`src/rtl/patp_pkg.sv`:
```
// Shared definitions for the PATP control sequencer: opcodes, FSM states,
// ALU operation codes and MAR source selects.
package patp_pkg;

  localparam logic [2:0] OP_LOAD  = 3'b000;
  localparam logic [2:0] OP_STORE = 3'b001;
  localparam logic [2:0] OP_ADD   = 3'b010;
  localparam logic [2:0] OP_SUB   = 3'b011;
  localparam logic [2:0] OP_JMP   = 3'b100;
  localparam logic [2:0] OP_JZ    = 3'b101;
  localparam logic [2:0] OP_NOP   = 3'b110;
  localparam logic [2:0] OP_HALT  = 3'b111;

  typedef enum logic [2:0] {
    ST_FETCH0 = 3'd0,
    ST_FETCH1 = 3'd1,
    ST_DECODE = 3'd2,
    ST_EXEC0  = 3'd3,
    ST_EXEC1  = 3'd4,
    ST_HALT   = 3'd5,
    ST_STEP   = 3'd6
  } state_t;

  typedef enum logic [1:0] {
    ALU_PASS = 2'b00,
    ALU_ADD  = 2'b01,
    ALU_SUB  = 2'b10,
    ALU_RSVD = 2'b11
  } alu_op_t;

  localparam logic MAR_SEL_PC = 1'b0;
  localparam logic MAR_SEL_IR = 1'b1;

endpackage

```
`src/rtl/patp_op_decode.sv`:
```
// Combinational opcode classifier: splits the 3-bit opcode into the
// instruction classes the sequencer branches on, plus the ALU operation.
module patp_op_decode
  import patp_pkg::*;
(
  input  logic [2:0] i_op,
  output logic       o_is_mem_rd,
  output logic       o_is_store,
  output logic       o_is_jump,
  output logic       o_is_cond,
  output logic       o_is_halt,
  output alu_op_t    o_alu_op
);

  always_comb begin
    o_is_mem_rd = 1'b0;
    o_is_store  = 1'b0;
    o_is_jump   = 1'b0;
    o_is_cond   = 1'b0;
    o_is_halt   = 1'b0;
    o_alu_op    = ALU_PASS;
    unique case (i_op)
      OP_LOAD:  o_is_mem_rd = 1'b1;
      OP_STORE: o_is_store  = 1'b1;
      OP_ADD: begin
        o_is_mem_rd = 1'b1;
        o_alu_op    = ALU_ADD;
      end
      OP_SUB: begin
        o_is_mem_rd = 1'b1;
        o_alu_op    = ALU_SUB;
      end
      OP_JMP:  o_is_jump = 1'b1;
      OP_JZ: begin
        o_is_jump = 1'b1;
        o_is_cond = 1'b1;
      end
      OP_NOP:  ;
      OP_HALT: o_is_halt = 1'b1;
      default: ;
    endcase
  end

endmodule

```
`src/rtl/patp_ctrl.sv`:
```
// PATP fetch/execute sequencer; owns every datapath strobe.
// Optional single-step mode is enabled by defining PATP_SINGLE_STEP_EN.
module patp_ctrl
  import patp_pkg::*;
#(
  parameter int ADDR_W = 5,
  parameter int OP_W   = 3
) (
  input  logic            clk,
  input  logic            rst,
`ifdef PATP_SINGLE_STEP_EN
  input  logic            step,
`endif
  input  logic [OP_W-1:0] ir_opcode,
  input  logic            acc_zero,
  input  logic            mem_ready,
  output logic            mar_we,
  output logic            mar_sel,
  output logic            pc_inc,
  output logic            pc_load,
  output logic            ir_we,
  output logic            mem_re,
  output logic            mem_we,
  output logic            acc_we,
  output logic [1:0]      alu_op,
  output logic            halted,
  output logic            retire
);

  // The opcode field sits directly above the address field in an 8-bit IR.
  if (OP_W != 3 || ADDR_W + OP_W != 8) begin : g_bad_ir_layout
    $error("patp_ctrl expects a 3-bit opcode above a 5-bit address");
  end

  state_t  r_state;
  state_t  w_next;
  state_t  w_after_retire;
  logic    w_is_mem_rd;
  logic    w_is_store;
  logic    w_is_jump;
  logic    w_is_cond;
  logic    w_is_halt;
  alu_op_t w_alu_op;

  patp_op_decode u_op_decode (
    .i_op        (ir_opcode[2:0]),
    .o_is_mem_rd (w_is_mem_rd),
    .o_is_store  (w_is_store),
    .o_is_jump   (w_is_jump),
    .o_is_cond   (w_is_cond),
    .o_is_halt   (w_is_halt),
    .o_alu_op    (w_alu_op)
  );

`ifdef PATP_SINGLE_STEP_EN
  assign w_after_retire = ST_STEP;
`else
  assign w_after_retire = ST_FETCH0;
`endif

  // NOTE: sequential state uses non-blocking assignments so every register
  // samples pre-edge values regardless of block ordering.
  always_ff @(posedge clk) begin
    if (rst) r_state <= w_after_retire;
    else     r_state <= w_next;
  end

  // NOTE: every output and w_next gets a default before the case so no
  // path leaves a value unassigned and no latch is inferred.
  always_comb begin
    w_next  = r_state;
    mar_we  = 1'b0;
    mar_sel = MAR_SEL_PC;
    pc_inc  = 1'b0;
    pc_load = 1'b0;
    ir_we   = 1'b0;
    mem_re  = 1'b0;
    mem_we  = 1'b0;
    acc_we  = 1'b0;
    alu_op  = ALU_PASS;
    halted  = 1'b0;
    retire  = 1'b0;
    // Reset gates every strobe so an in-flight access drops immediately.
    if (!rst) begin
      unique case (r_state)
        ST_FETCH0: begin
          mar_we = 1'b1;
          w_next = ST_FETCH1;
        end
        ST_FETCH1: begin
          mem_re = 1'b1;
          if (mem_ready) begin
            ir_we  = 1'b1;
            pc_inc = 1'b1;
            w_next = ST_DECODE;
          end
        end
        ST_DECODE: begin
          if (w_is_mem_rd || w_is_store) begin
            w_next = ST_EXEC0;
          end else begin
            retire  = 1'b1;
            pc_load = w_is_jump && (!w_is_cond || acc_zero);
            w_next  = w_is_halt ? ST_HALT : w_after_retire;
          end
        end
        ST_EXEC0: begin
          mar_sel = MAR_SEL_IR;
          mar_we  = 1'b1;
          w_next  = ST_EXEC1;
        end
        ST_EXEC1: begin
          mar_sel = MAR_SEL_IR;
          mem_we  = w_is_store;
          mem_re  = !w_is_store;
          if (mem_ready) begin
            retire = 1'b1;
            acc_we = w_is_mem_rd;
            alu_op = w_alu_op;
            w_next = w_after_retire;
          end
        end
        ST_HALT: halted = 1'b1;
`ifdef PATP_SINGLE_STEP_EN
        ST_STEP: if (step) w_next = ST_FETCH0;
`endif
        default: w_next = ST_FETCH0;
      endcase
    end
  end

endmodule

```
`config.mk`:
```
export PLATFORM = sky130hd
export DESIGN_NAME = patp_ctrl
export DESIGN_NICKNAME = d
export VERILOG_FILES = /design/src/rtl/patp_pkg.sv /design/src/rtl/patp_op_decode.sv /design/src/rtl/patp_ctrl.sv
export SDC_FILE = /design/constraint.sdc
export NUM_CORES = 1
export LEC_CHECK = 0
export CAP_MARGIN = 40
export CORE_AREA = 2 2 39 41
export CTS_BUF_LIST = sky130_fd_sc_hd__clkbuf_16
export DETAILED_ROUTE_END_ITERATION = 10
export DIE_AREA = 0 0 41 43
export DONT_BUFFER_PORTS = 1
export PLACE_DENSITY = 0.42
export SYNTH_ARGS = -nofsm -noshare
export SYNTH_HDL_FRONTEND = slang
export SYNTH_HIERARCHICAL = 1
export SYNTH_SLANG_ARGS = --single-unit
```
`constraint.sdc`:
```
create_clock -name clk -period 1.45 [get_ports clk]
set_input_delay 0.29 -clock clk [delete_from_list [all_inputs] [get_ports clk]]
set_output_delay 0.29 -clock clk [all_outputs]
set_load 0.02 [all_outputs]
```
# Yosys cells after proc, flatten, opt, wreduce, memory -nomap -nowiden
# Index checks and enable logic that the tools add are counted.
word_totals:
  wordCells: 63
  in_bits: 7
  ff_bits: 3
  output_inout_bits: 12
classes:
  n_bitwise: 1
  muxes: 36
  n_eq_ne: 13
  n_reduce_logical: 12
ops:
  columns: ["op", "count"]
  rows:
  - ["2-to-1 mux 1 bit", 25]
  - ["case mux 3 bit (6 select lines)", 1]
  - ["== test 3 bit (second input constant)", 5]
  - ["== test 3 x 2 -> 1 bit (second input constant)", 4]
  - ["2-to-1 mux 3 bit", 4]
  - ["== test 3 x 1 -> 1 bit (second input constant)", 2]
  - ["logical NOT 3 bit", 2]
  - ["2-to-1 mux 2 bit", 3]
  - ["OR reduction 2 bit", 3]
  - ["!= test 2 bit (second input constant)", 2]
  - ["case mux 1 bit (2 select lines)", 2]
  - ["case mux 2 bit (2 select lines)", 1]
  - ["AND reduction 3 bit", 1]
  - ["OR reduction 3 bit", 1]
  - ["logical NOT 1 bit", 2]
  - ["logical OR 1 bit", 2]
  - ["logical AND 1 bit", 1]
  - ["inverter 1 bit", 1]

# Logic depth before layout (Yosys ltp)
# Gate-level depths: netlist of the first run.
depth:
  ltp_word: 8
  depth_mapped: 5
  ltp_nobuf: 5

# Hierarchy
# The synthesis of the first run kept the hierarchy.
modules_own_cells:
  columns: ["mod", "instances", "area_per_inst_um2", "cells_each", "seq_area_each_um2"]
  rows:
  - ["patp_ctrl", 1, 316.6, 42, 60.1]
  - ["patp_op_decode", 1, 53.8, 9, 0.0]

# Worst setup path after synthesis of the first run
# No wires, ideal clock.
synth_path:
  path_type: "register -> output"
  startpoint: "reg r_state[1]"
  endpoint: "out mar_we"
  required_ps: 1160
  setup_slack_ps: -103
  path_stages_with_launch: 4
  arrival_time_ps: 1263
  path_buffers: 1
  cell_sequence: "dfxtp_1 -> buf_4 -> nor2b_1 -> nor4_1"
synth_via:
  elab_chain_len: 4
  word_cells_on_any_way: 5
  cone_classes: "1 x eq/ne; 2 x mux; 2 x reduce/logical"
synth_rtl:
  columns: ["element", "line_no", "rtl"]
  rows:
  - ["from (decl)", "patp_ctrl.sv:35", "state_t r_state;"]
  - ["from (signal assigned)", "patp_ctrl.sv:64", "if (rst) r_state <= w_after_retire;"]
  - ["from (signal assigned)", "patp_ctrl.sv:65", "else r_state <= w_next;"]
  - ["== test 3 x 2 -> 1 bit / logical NOT 3 bit (equally long branches)", "patp_ctrl.sv:85", "unique case (r_state)"]
  - ["OR reduction 2 bit (no line) (*)", null, null]
  - ["2-to-1 mux 1 bit (*)", "patp_ctrl.sv:85", null]
  - ["2-to-1 mux 1 bit (*)", "patp_ctrl.sv:84", "if (!rst) begin"]
  - ["to (decl)", "patp_ctrl.sv:17", "output logic mar_we,"]
# Every way passes the cells marked *; elsewhere a longest branch is shown, timed or not.

# Worst setup path after layout of the first run
layout_path:
  startpoint: "reg r_state[2]"
  endpoint: "out alu_op[0]"
layout_via:
  elab_chain_len: 3
layout_rtl:
  columns: ["element", "line_no", "rtl"]
  rows:
  - ["== test 3 bit", "patp_ctrl.sv:85", null]
  - ["2-to-1 mux 2 bit", "patp_ctrl.sv:85", null]
  - ["2-to-1 mux 2 bit", "patp_ctrl.sv:84", null]
  - ["to (decl)", "patp_ctrl.sv:25", "output logic [1:0] alu_op,"]
# No other way between the ends.

==> impl_metrics.json, run 1 <==
{
  "status": "complete, no violations",
  "core_um2": 1380,
  "rr_worst_depth": 4,
  "combPwrFrac": 0.167,
  "synth.cell_area_um2": 370,
  "finalCritPeriodShare": 0.990,
  "fmaxAchievable_ghz": 0.697,
  "min_period_ns": 1.44,
  "synth.top_cell.area_share": 0.162,
  "die_h_um": 43,
  "dieArea_um2": 1760,
  "worstPathMaxFanout": 5,
  "setup_viol": 0,
  "power_leakage_nw": 0.270,
  "ys_ff_latch": 3,
  "grt_pass1_vias": 367,
  "r2r-end": "r_state[2]$_SDFFE_PP0P_",
  "synthTopCellsByCount": "6 x nor2_1, 5 x and3_1, 4 x nor2b_1",
  "die_x_um": 41,
  "hold_path_class": "in2reg",
  "synth_top_family_by_area": "simple AND/OR/NAND/NOR gates",
  "setup-tns-final_ns": 0,
  "multiInputGateArea_um2": 330,
  "muxShareOfSynthArea": 0.0270,
  "clock_sinks": 3,
  "via_per_inst": 4.89,
  "wl_um": 999,
  "required_ns": 1.16,
  "largestRegisters": "r_state x3",
  "io_buffer_count": 0,
  "wl_per_cell_um": 12.2,
  "track_usage": 0.129,
  "layout_setup_ws_ns": 0.0146,
  "critPathLaunchType": "flop",
  "peakVddDrop_mv": 0.507,
  "synth_fp_nets": 58,
  "regArea_um2": 68.8,
  "place_ws_ns": 0.112,
  "clkPwrFrac": 0.675,
  "yosys-top-cells-area": "dfxtp_1 16%, and3_1 8.4%, nor2b_1 6.8%, nor2_1 6.1%, and2_1 5.1%",
  "nNetsFinal": 74,
  "synth_simple_gate_area_frac": 0.537,
  "pwr-share-seq": 0.158,
  "antenna_found_initial": 0,
  "drtAntennaViolNets": 0,
  "rsz0062_at_grt": "yes",
  "yosysMostFrequentCell": "nor2_1",
  "place_congestion": 0.643,
  "whs_endpoint": "r_state[2]$_SDFFE_PP0P_",
  "cts_tree": "done",
  "ys_seq_area_frac": 0.162,
  "vias": 401,
  "slew-limit-headroom": 0.814,
  "holdBufCountCts": 0,
  "cts_max_level": 1,
  "clkTransAtPathRegs_ns": 0.03,
  "ios": 19,
  "grt_max_degree": 9,
  "dpl_cell_area_um2": 445,
  "p_total_mw": 0.635,
  "stdcell_area_um2": 622,
  "reg2reg_slack_ns": 0.27,
  "area.growth.synth_to_final_pct": 67.9,
  "synth_edf_count": 0,
  "slew_viol_final": 0,
  "p_per_area_nw_per_um2": 1020,
  "synth_xor_area_frac": 0.0236,
  "critPathLaunch": "r_state[2]$_SDFFE_PP0P_",
  "yosysTopAreaCell": "dfxtp_1",
  "syn-instance-count": 51,
  "synth_compound_area_frac": 0.149,
  "yosys.area_share.adder": 0,
  "ys.flop_type": "dfxtp_1",
  "root_buffer": "clkbuf_16",
  "drc": 0,
  "clk_path_buf_depth": 2,
  "internal-power_mw": 0.499,
  "fillerInstances": 145,
  "drv_cap": 0,
  "skew_ns": 0.00150,
  "cts_buffers": 3,
  "hp-start": "rst",
  "antenna_cells": 0,
  "initial_core_util": 0.268,
  "worstPathArrival_ns": 1.15,
  "synth_area_per_cell_um2": 7.26,
  "drt_pass1_iterations": 2,
  "drt_iter0_markers": 2,
  "switchingPower_mw": 0.136,
  "r2r_start": "r_state[2]$_SDFFE_PP0P_",
  "drive_above_1_share": 0.530,
  "regMostFlops": "r_state",
  "clk-insertion-delay-late_ns": 0.22,
  "min_path_cells": 1,
  "synthDistinctLibCells": 28,
  "grt_pass1_wl_um": 1550,
  "cp-end-kind": "primary output",
  "async_reset_ff_frac": 0,
  "grt_overflow": 0,
  "path_class": "reg2out",
  "ys_warn_count": 6,
  "largest_register_ffs": 3,
  "tightest_slew_ns": 0.278,
  "switching_share": 0.214,
  "dp_hpwl_um": 703,
  "hold_viol": 0,
  "std_cell_rows": 14
}
[metal layers]
layer	GRT usage	vias up	share of wire
met5	0	-	0
met4	0.0200	0	0
li1	-	204	-
met1	0.166	182	0.43
met2	0.194	15	0.51
met3	0.0628	0	0.067
[stage by stage]
step                hold WS [ns]  cells   util
detailed placement         0.366     74  0.322
CTS                        0.129     80  0.422
global placement           0.365     74  0.322
global route               0.127     82  0.449
finish                     0.132     82  0.449
floorplan                  0.359     51      -
[logic make-up after synthesis]
family          count (synthesis)
buf+inv                         6
mux                             1
flops                           3
compound gates                  8
simple gates                   32
xor+xnor                        1
[timing repair]
item | 4_1_cts | 5_1_grt
buffers inserted | 2 | 2
endpoints found under the setup margin | 10 | 9
resized for setup | 18 | 5
pin swaps | 3 | 5
[worst max path at each step]
stage                      to  depth (start not counted)
floorplan              mem_re                          4
detailed placement    pc_load                          6
finish              alu_op[0]                          3
CTS                    mar_we                          3
global placement      pc_load                          6
global route        alu_op[0]                          3
[worst max-delay path, stage by stage, from the launching register on]
cell and delay [ns]:
dfxtp_2 0.35, nor2b_4 0.18, and3_4 0.22, and2_4 0.18
[final cells by class]
cell class | count | area share
inverters | 3 | 0.0181
clock inverters | 1 | 0.00604
repair buffers | 14 | 0.181
clock buffers | 3 | 0.121
well taps | 16 | 0.0322
flip-flops and latches | 3 | 0.111
multi-input cells | 42 | 0.531
[power by group through the flow]
| stage | clock network (mW) | logic, mW | registers [mW] |
|---|---|---|---|
| after floorplan | 0 | 0.0689 | 0.0950 |
| after global placement | 0 | 0.0910 | 0.0989 |
| after detailed placement | 0 | 0.0903 | 0.0992 |
| after CTS | 0.433 | 0.0984 | 0.101 |
| after global routing | 0.448 | 0.116 | 0.102 |
| final | 0.429 | 0.106 | 0.100 |
[placed cells by master, fill, tap and decap left out, drive strengths merged]
master    n
a2111oi   1
a211oi    1
a21boi    1
a21oi     2
and2      3
and2b     1
and3      7
buf      14
clkbuf    3
dfxtp     3
inv       4
mux2i     1
nand2     2
nand2b    1
nand3     1
nand3b    1
nor2      7
nor2b     5
nor3      2
nor3b     1
nor4      1
o21ai     3
xnor2     1
Note: power is estimated with default switching activity, not from simulation.
==> run 2: changes to the inputs <==
Settings changed: CELL_PAD_IN_SITES_DETAIL_PLACEMENT set to 1, CELL_PAD_IN_SITES_GLOBAL_PLACEMENT set to 2, CORE_AREA 2 2 39 41 to unset, CORE_MARGIN set to 1.5, CORE_UTILIZATION set to 28, DIE_AREA 0 0 41 43 to unset, PLACE_DENSITY 0.42 to 0.71.
==> impl_metrics.json, run 2 (synthesized netlist as in run 1, its figures left out) <==
{
  "core_um2": 1170,
  "r2r-end": "r_state[2]$_SDFFE_PP0P_",
  "die_h_um": 39.4,
  "crit_chain": "buf_4 > nor2_4 > nand3_2 > nor2_1 > buf_4",
  "min_period_ns": 1.47,
  "crit_buf_inv": 2,
  "whs_endpoint": "r_state[2]$_SDFFE_PP0P_",
  "worstPathMaxFanout": 6,
  "slowest_delay_ns": 0.32,
  "switching_share": 0.220,
  "multiInputGateArea_um2": 325,
  "rr_worst_depth": 3,
  "tightest_slew_ns": 0.292,
  "slew_viol_final": 0,
  "pwr-share-seq": 0.158,
  "dieArea_um2": 1550,
  "path_depth": 5,
  "layout_setup_ws_ns": -0.0245,
  "min_path_cells": 1,
  "path_class": "reg2out",
  "slew-limit-headroom": 0.805,
  "fmaxAchievable_ghz": 0.678,
  "final_common_cell": "buf_4",
  "worstPathArrival_ns": 1.18,
  "setup_viol": 1,
  "setup-tns-final_ns": -0.0245,
  "std_cell_rows": 12,
  "cts_buffers": 3,
  "hp-start": "rst",
  "clk_path_buf_depth": 2,
  "vias": 397,
  "required_ns": 1.16,
  "power_leakage_nw": 0.248,
  "largestRegisters": "r_state x3",
  "drtAntennaViolNets": 0,
  "cts_tree": "done",
  "grt_overflow": 0,
  "clkTransAtPathRegs_ns": 0.03,
  "cts_max_level": 1,
  "die_x_um": 39.4,
  "via_per_inst": 5.22,
  "combPwrFrac": 0.167,
  "clock_sinks": 3,
  "nNetsFinal": 70,
  "antenna_found_initial": 0,
  "hold_path_class": "in2reg",
  "wl_per_cell_um": 15.3,
  "grt_max_degree": 9,
  "skew_ns": 0.000981,
  "io_buffer_count": 0,
  "initial_core_util": 0.316,
  "area.growth.synth_to_final_pct": 57.1,
  "finalCritPeriodShare": 1.02,
  "rsz0062_at_grt": "yes",
  "ios": 19,
  "clk-insertion-delay-late_ns": 0.22,
  "antenna_cells": 0,
  "hold_viol": 0,
  "fin_cells": 76,
  "status": "complete, but fails checks",
  "drt_iter0_markers": 3,
  "regArea_um2": 66.3,
  "grt_pass1_vias": 399,
  "largest_register_ffs": 3,
  "p_total_mw": 0.636,
  "path_delay_family": "flip-flops",
  "drc": 0,
  "clkPwrFrac": 0.675,
  "peakVddDrop_mv": 0.367,
  "critPathLaunchType": "flop",
  "drt_pass1_iterations": 2,
  "wl_um": 1170,
  "grt_pass1_wl_um": 1740,
  "violations": "setup timing",
  "r2r_start": "r_state[2]$_SDFFE_PP0P_",
  "final_cell_mix": "8 x buf_4, 5 x nor2_1, 5 x and3_1",
  "fillerInstances": 142,
  "internal-power_mw": 0.496,
  "drive_above_1_share": 0.516,
  "cp-end-kind": "primary output",
  "p_per_area_nw_per_um2": 1090,
  "regMostFlops": "r_state",
  "cpMostUsedCell": "buf_4",
  "root_buffer": "clkbuf_16",
  "placed_cells": 71,
  "cp_slowest_cell": "dfxtp_2",
  "place_congestion": 0.779,
  "dp_hpwl_um": 834,
  "fin_hold_ws_ns": 0.131,
  "switchingPower_mw": 0.140,
  "track_usage": 0.162,
  "drv_cap": 0,
  "reg2reg_slack_ns": 0.33
}
-- run 2: through the flow --
step                utilization  setup slack [ns]  instance area (um^2)
global placement          0.372             0.101                   435
CTS                       0.475          -0.00711                   557
floorplan                     -            0.0237                   377
detailed placement        0.372            0.0763                   435
global route              0.497           -0.0652                   582
finish                    0.497           -0.0245                   582
-- run 2: layout make-up --
class | count | area share
inverter | 3 | 0.0194
timing repair buffer | 10 | 0.142
clock buffer | 3 | 0.129
multi-input combinational | 42 | 0.559
tap | 14 | 0.0301
clock inverter | 1 | 0.00645
sequential | 3 | 0.114
-- run 2: worst register-to-register path, delay by kind of cell (launching register included) --
family | cells | cell delay, ns
compound gates | 1 | 0.36
flops | 1 | 0.32
buf+inv | 1 | 0.17
xor+xnor | 1 | 0.15
-- run 2: how the worst max path moves through the flow --
stage,from,end
after global routing,r_state[2]$_SDFFE_PP0P_,pc_load
after floorplan,r_state[2]$_SDFFE_PP0P_,mem_re
after global placement,ir_opcode[0],pc_load
final,r_state[2]$_SDFFE_PP0P_,pc_load
after CTS,r_state[2]$_SDFFE_PP0P_,pc_load
after detailed placement,ir_opcode[0],pc_load
-- run 2: routing by layer --
layer,GRT usage,vias up,share of wire
met3,0.0341,0,0.056
met1,0.197,190,0.43
li1,-,196,-
met2,0.267,11,0.52
met5,0,-,0
met4,0.0776,0,0
-- run 2: power by group through the flow --
stage	clock network [mW]	registers, mW	logic [mW]
floorplan	0	0.0950	0.0689
global placement	0	0.0978	0.0878
detailed placement	0	0.0983	0.0911
CTS	0.435	0.0999	0.0968
finish	0.429	0.100	0.106
global route	0.446	0.101	0.114
-- run 2: what timing repair did --
| item | 4_1_cts | 5_1_grt |
|---|---|---|
| hold buffers | 0 | 0 |
| setup endpoints to repair | 10 | 10 |
| gates resized for setup | 16 | 5 |
| gates cloned | 0 | 0 |
| pin swaps | 3 | 1 |
| setup buffers | 1 | 0 |
==> RTL change 1: new RTL, flow settings as in run 2 <==
Re-encode `state_t` (7 states) as one-hot, 7 bits wide.
--- a/src/rtl/patp_pkg.sv
+++ b/src/rtl/patp_pkg.sv
@@ -11,14 +11,14 @@
   localparam logic [2:0] OP_NOP   = 3'b110;
   localparam logic [2:0] OP_HALT  = 3'b111;
 
-  typedef enum logic [2:0] {
-    ST_FETCH0 = 3'd0,
-    ST_FETCH1 = 3'd1,
-    ST_DECODE = 3'd2,
-    ST_EXEC0  = 3'd3,
-    ST_EXEC1  = 3'd4,
-    ST_HALT   = 3'd5,
-    ST_STEP   = 3'd6
+  typedef enum logic [6:0] {
+    ST_FETCH0 = 7'b0000001,
+    ST_FETCH1 = 7'b0000010,
+    ST_DECODE = 7'b0000100,
+    ST_EXEC0  = 7'b0001000,
+    ST_EXEC1  = 7'b0010000,
+    ST_HALT   = 7'b0100000,
+    ST_STEP   = 7'b1000000
   } state_t;
 
   typedef enum logic [1:0] {
Check against the original RTL: same outputs for any inputs over 10 cycles, from zero or initial values and one cycle with rst high; not proved beyond that.
==> RTL change 1 against run 2 <==
The run still ends with setup timing left; wire length up 77%; total power increased by 62%; global-route usage up 4.5 points; sequential share of layout area grew 0.58 points; first-iteration DRC count unchanged; largest power group unchanged; cell area increased by 76%; area after synthesis rose by 50%; register-to-register slack got worse by 0.81 ns; sequential cell count up 3; setup slack worse by 0.47 ns; via count increased by 64%; die area grew 46%.
==> RTL change 1: results (changes against run 2) <==
run status: finished with violations
failing checks: setup timing
R2R Path Start: r_state[1]
Core Area: 1800 µm² (+54%)
Signal buffers: 34 (+24)
complex-gate fraction of the synthesized area: 0.169 (+0.0199)
Leakage: 0.410 nW (+65%)
final setup fails: 14 (+13)
CP Data Arrival Time: 1.66 ns (+0.48 ns)
Setup crit end: retire
Non-CTS inverters: 4 (+1)
global routing usage on met3: 0.0491 (+0.0150)
Top Registers: r_state: 6 flops
dpl cells: 117 (+65%)
TNS Setup: -4.63 ns (-4.60 ns)
DR top layer: met4
final wirelength: 2.06 mm (+77%)
VDD IR max: 0.752 mV (+110%)
met1 WL: 923 µm (+85%)
GRT Total Usage: 0.207 (+0.0449)
Mapped Nets: 80 (+38%)
Seq pwr share: 0.195 (+0.037)
GP Congestion: 0.777 (-0.26%)
non-filler instance count after layout: 128 (+68%)
Setup WS post-layout: -0.497 ns (-0.473 ns)
num sequential: 6 (+3)
==> RTL change 1: cell count changes after synthesis, moves of 2 or more <==
cell	change
a21oi_1	+2
and3_1	-4
dfxtp_1	+3
nand2b_1	+3
nor2b_1	-3
nor3_1	+8
o32a_1	+2
xnor2_1	+2
==> RTL change 1: repair_timing <==
action | in CTS | in global routing
resized for setup | 22 | 4
pin swaps | 13 | 5
hold buffers | 0 | 0
buffers inserted | 8 | 1
setup endpoints to repair | 14 | 14
==> RTL change 1: how the worst min path moves through the flow <==
stage | from | to | slack [ns] | cells after the start
after detailed placement | rst | r_state[5] | 0.36 | 1
after global placement | rst | r_state[5] | 0.36 | 1
after floorplan | mem_ready | r_state[1] | 0.51 | 3
final | rst | r_state[5] | 0.12 | 1
after CTS | rst | r_state[5] | 0.13 | 1
after global routing | rst | r_state[5] | 0.12 | 1
==> RTL change 2: new RTL, config.mk and constraints of run 2 <==
Without the edit above. Add a define of `PATP_SINGLE_STEP_EN`.
--- a/src/rtl/patp_ctrl.sv
+++ b/src/rtl/patp_ctrl.sv
@@ -1,5 +1,7 @@
 // PATP fetch/execute sequencer; owns every datapath strobe.
 // Optional single-step mode is enabled by defining PATP_SINGLE_STEP_EN.
+`define PATP_SINGLE_STEP_EN
+
 module patp_ctrl
   import patp_pkg::*;
 #(
Ports: changed (added step); port bits go from 19 to 20. No check against the original RTL was run, so the function may have changed too.
==> RTL change 2 against run 2 <==
The flow still finishes with violations (setup timing); sequential cell count did not move; total power rose by 22%; cell area rose by 15%; setup slack got worse by 0.0079 ns; count of clock-buffer cells in the layout did not move; highest routed layer is now met4; largest power group unchanged; wire length rose by 14%; area after synthesis rose by 2.7%; first-iteration DRC count rose by 67%.
==> RTL change 2: results (changes against run 2) <==
Post-synth top cells: nor2_1 (6), inv_1 (4), nor2b_1 (4), o21ai_0 (4)
relative slew slack: 0.744 (-0.0607)
met3 WL: 93 µm (+43%)
Non-CTS inverters: 5 (+2)
routed len/inst: 15.5 µm (+0.73%)
met1 WL: 609 µm (+22%)
DRT Pass-1 Iters: 4 (+2)
run status: finished with violations
hpwl dp: 812 µm (-2.7%)
GRT Total Usage: 0.174 (+0.0117)
Synth cell types: 29 (+3.6%)
final setup fails: 4 (+3)
vias per cell: 5.21 (-0.28%)
M2 GR Usage: 0.242 (-0.0249)
first-pass GRT wire length: 1.68 mm (-3.6%)
GP Congestion: 0.693 (-11%)
met1 Resource Use GR: 0.206 (+0.00866)
CP max stage cell: dfxtp_4
width of the die: 39.9 µm (+1.2%)
Total Power: 0.776 mW (+22%)
Setup WS post-layout: -0.0324 ns (-0.00786 ns)
Worst path top cell family by delay: simple AND/OR/NAND/NOR gates
ranking of synthesized cells by area: dfxtp_1 (16%), nor2b_1 (6.6%), nor2_1 (5.9%)
Sw Ratio: 0.275 (+0.0546)
Signal buffers: 14 (+4)
global routing usage on met3: 0.0852 (+0.0511)
Seq/Total Area, Yosys: 0.158 (-0.00427)
dpl cells: 79 (+11%)
Layout Nets: 80 (+14%)
Multi-input gate area: 365 µm² (+12%)
via count of the first global-routing pass: 384 (-3.8%)
Via Count: 448 (+13%)
placed cell areas: 474 µm² (+8.9%)
# resized after CTS: 20 (+4)
num sequential: 3 (unchanged)
worst-path fanout max: 7 (+1)
failing checks: setup timing
Signal buf overhead: 0.174 (+0.0319)
TNS Setup: -0.0746 ns (-0.0501 ns)
initial DRC count: 5 (+2)
Leakage: 0.297 nW (+19%)
Worst Skew: 0.00333 ns (+0.00235 ns)
DR top layer: met4
-- RTL change 2: path summary, 6_finish.rpt --
| kind | from | endpoint | slack, ns | cells past startpoint |
|---|---|---|---|---|
| max reg2reg | r_state[1] | r_state[1] | 0.32 | 4 |
| min | rst | r_state[0] | 0.15 | 1 |
| min reg2reg | r_state[0] | r_state[2] | 0.61 | 2 |
| max | r_state[0] | pc_inc | -0.03 | 3 |
-- RTL change 2: kinds of logic (layout without fill, tap and decap cells) --
group                  after synthesis  after routing  synth area share
AO/OA/AOI/OAI                       11             11             0.168
flip-flops                           3              3             0.158
AND/OR/NAND/NOR                     33             33             0.533
buffers and inverters                9             23             0.115
multiplexers                         1              1            0.0263
-- RTL change 2: metrics by stage --
| stage | hold slack, ns | utilization |
|---|---|---|
| floorplan | 0.442 | - |
| global placement | 0.398 | 0.369 |
| detailed placement | 0.393 | 0.369 |
| CTS | 0.146 | 0.480 |
| global route | 0.160 | 0.521 |
| finish | 0.150 | 0.521 |
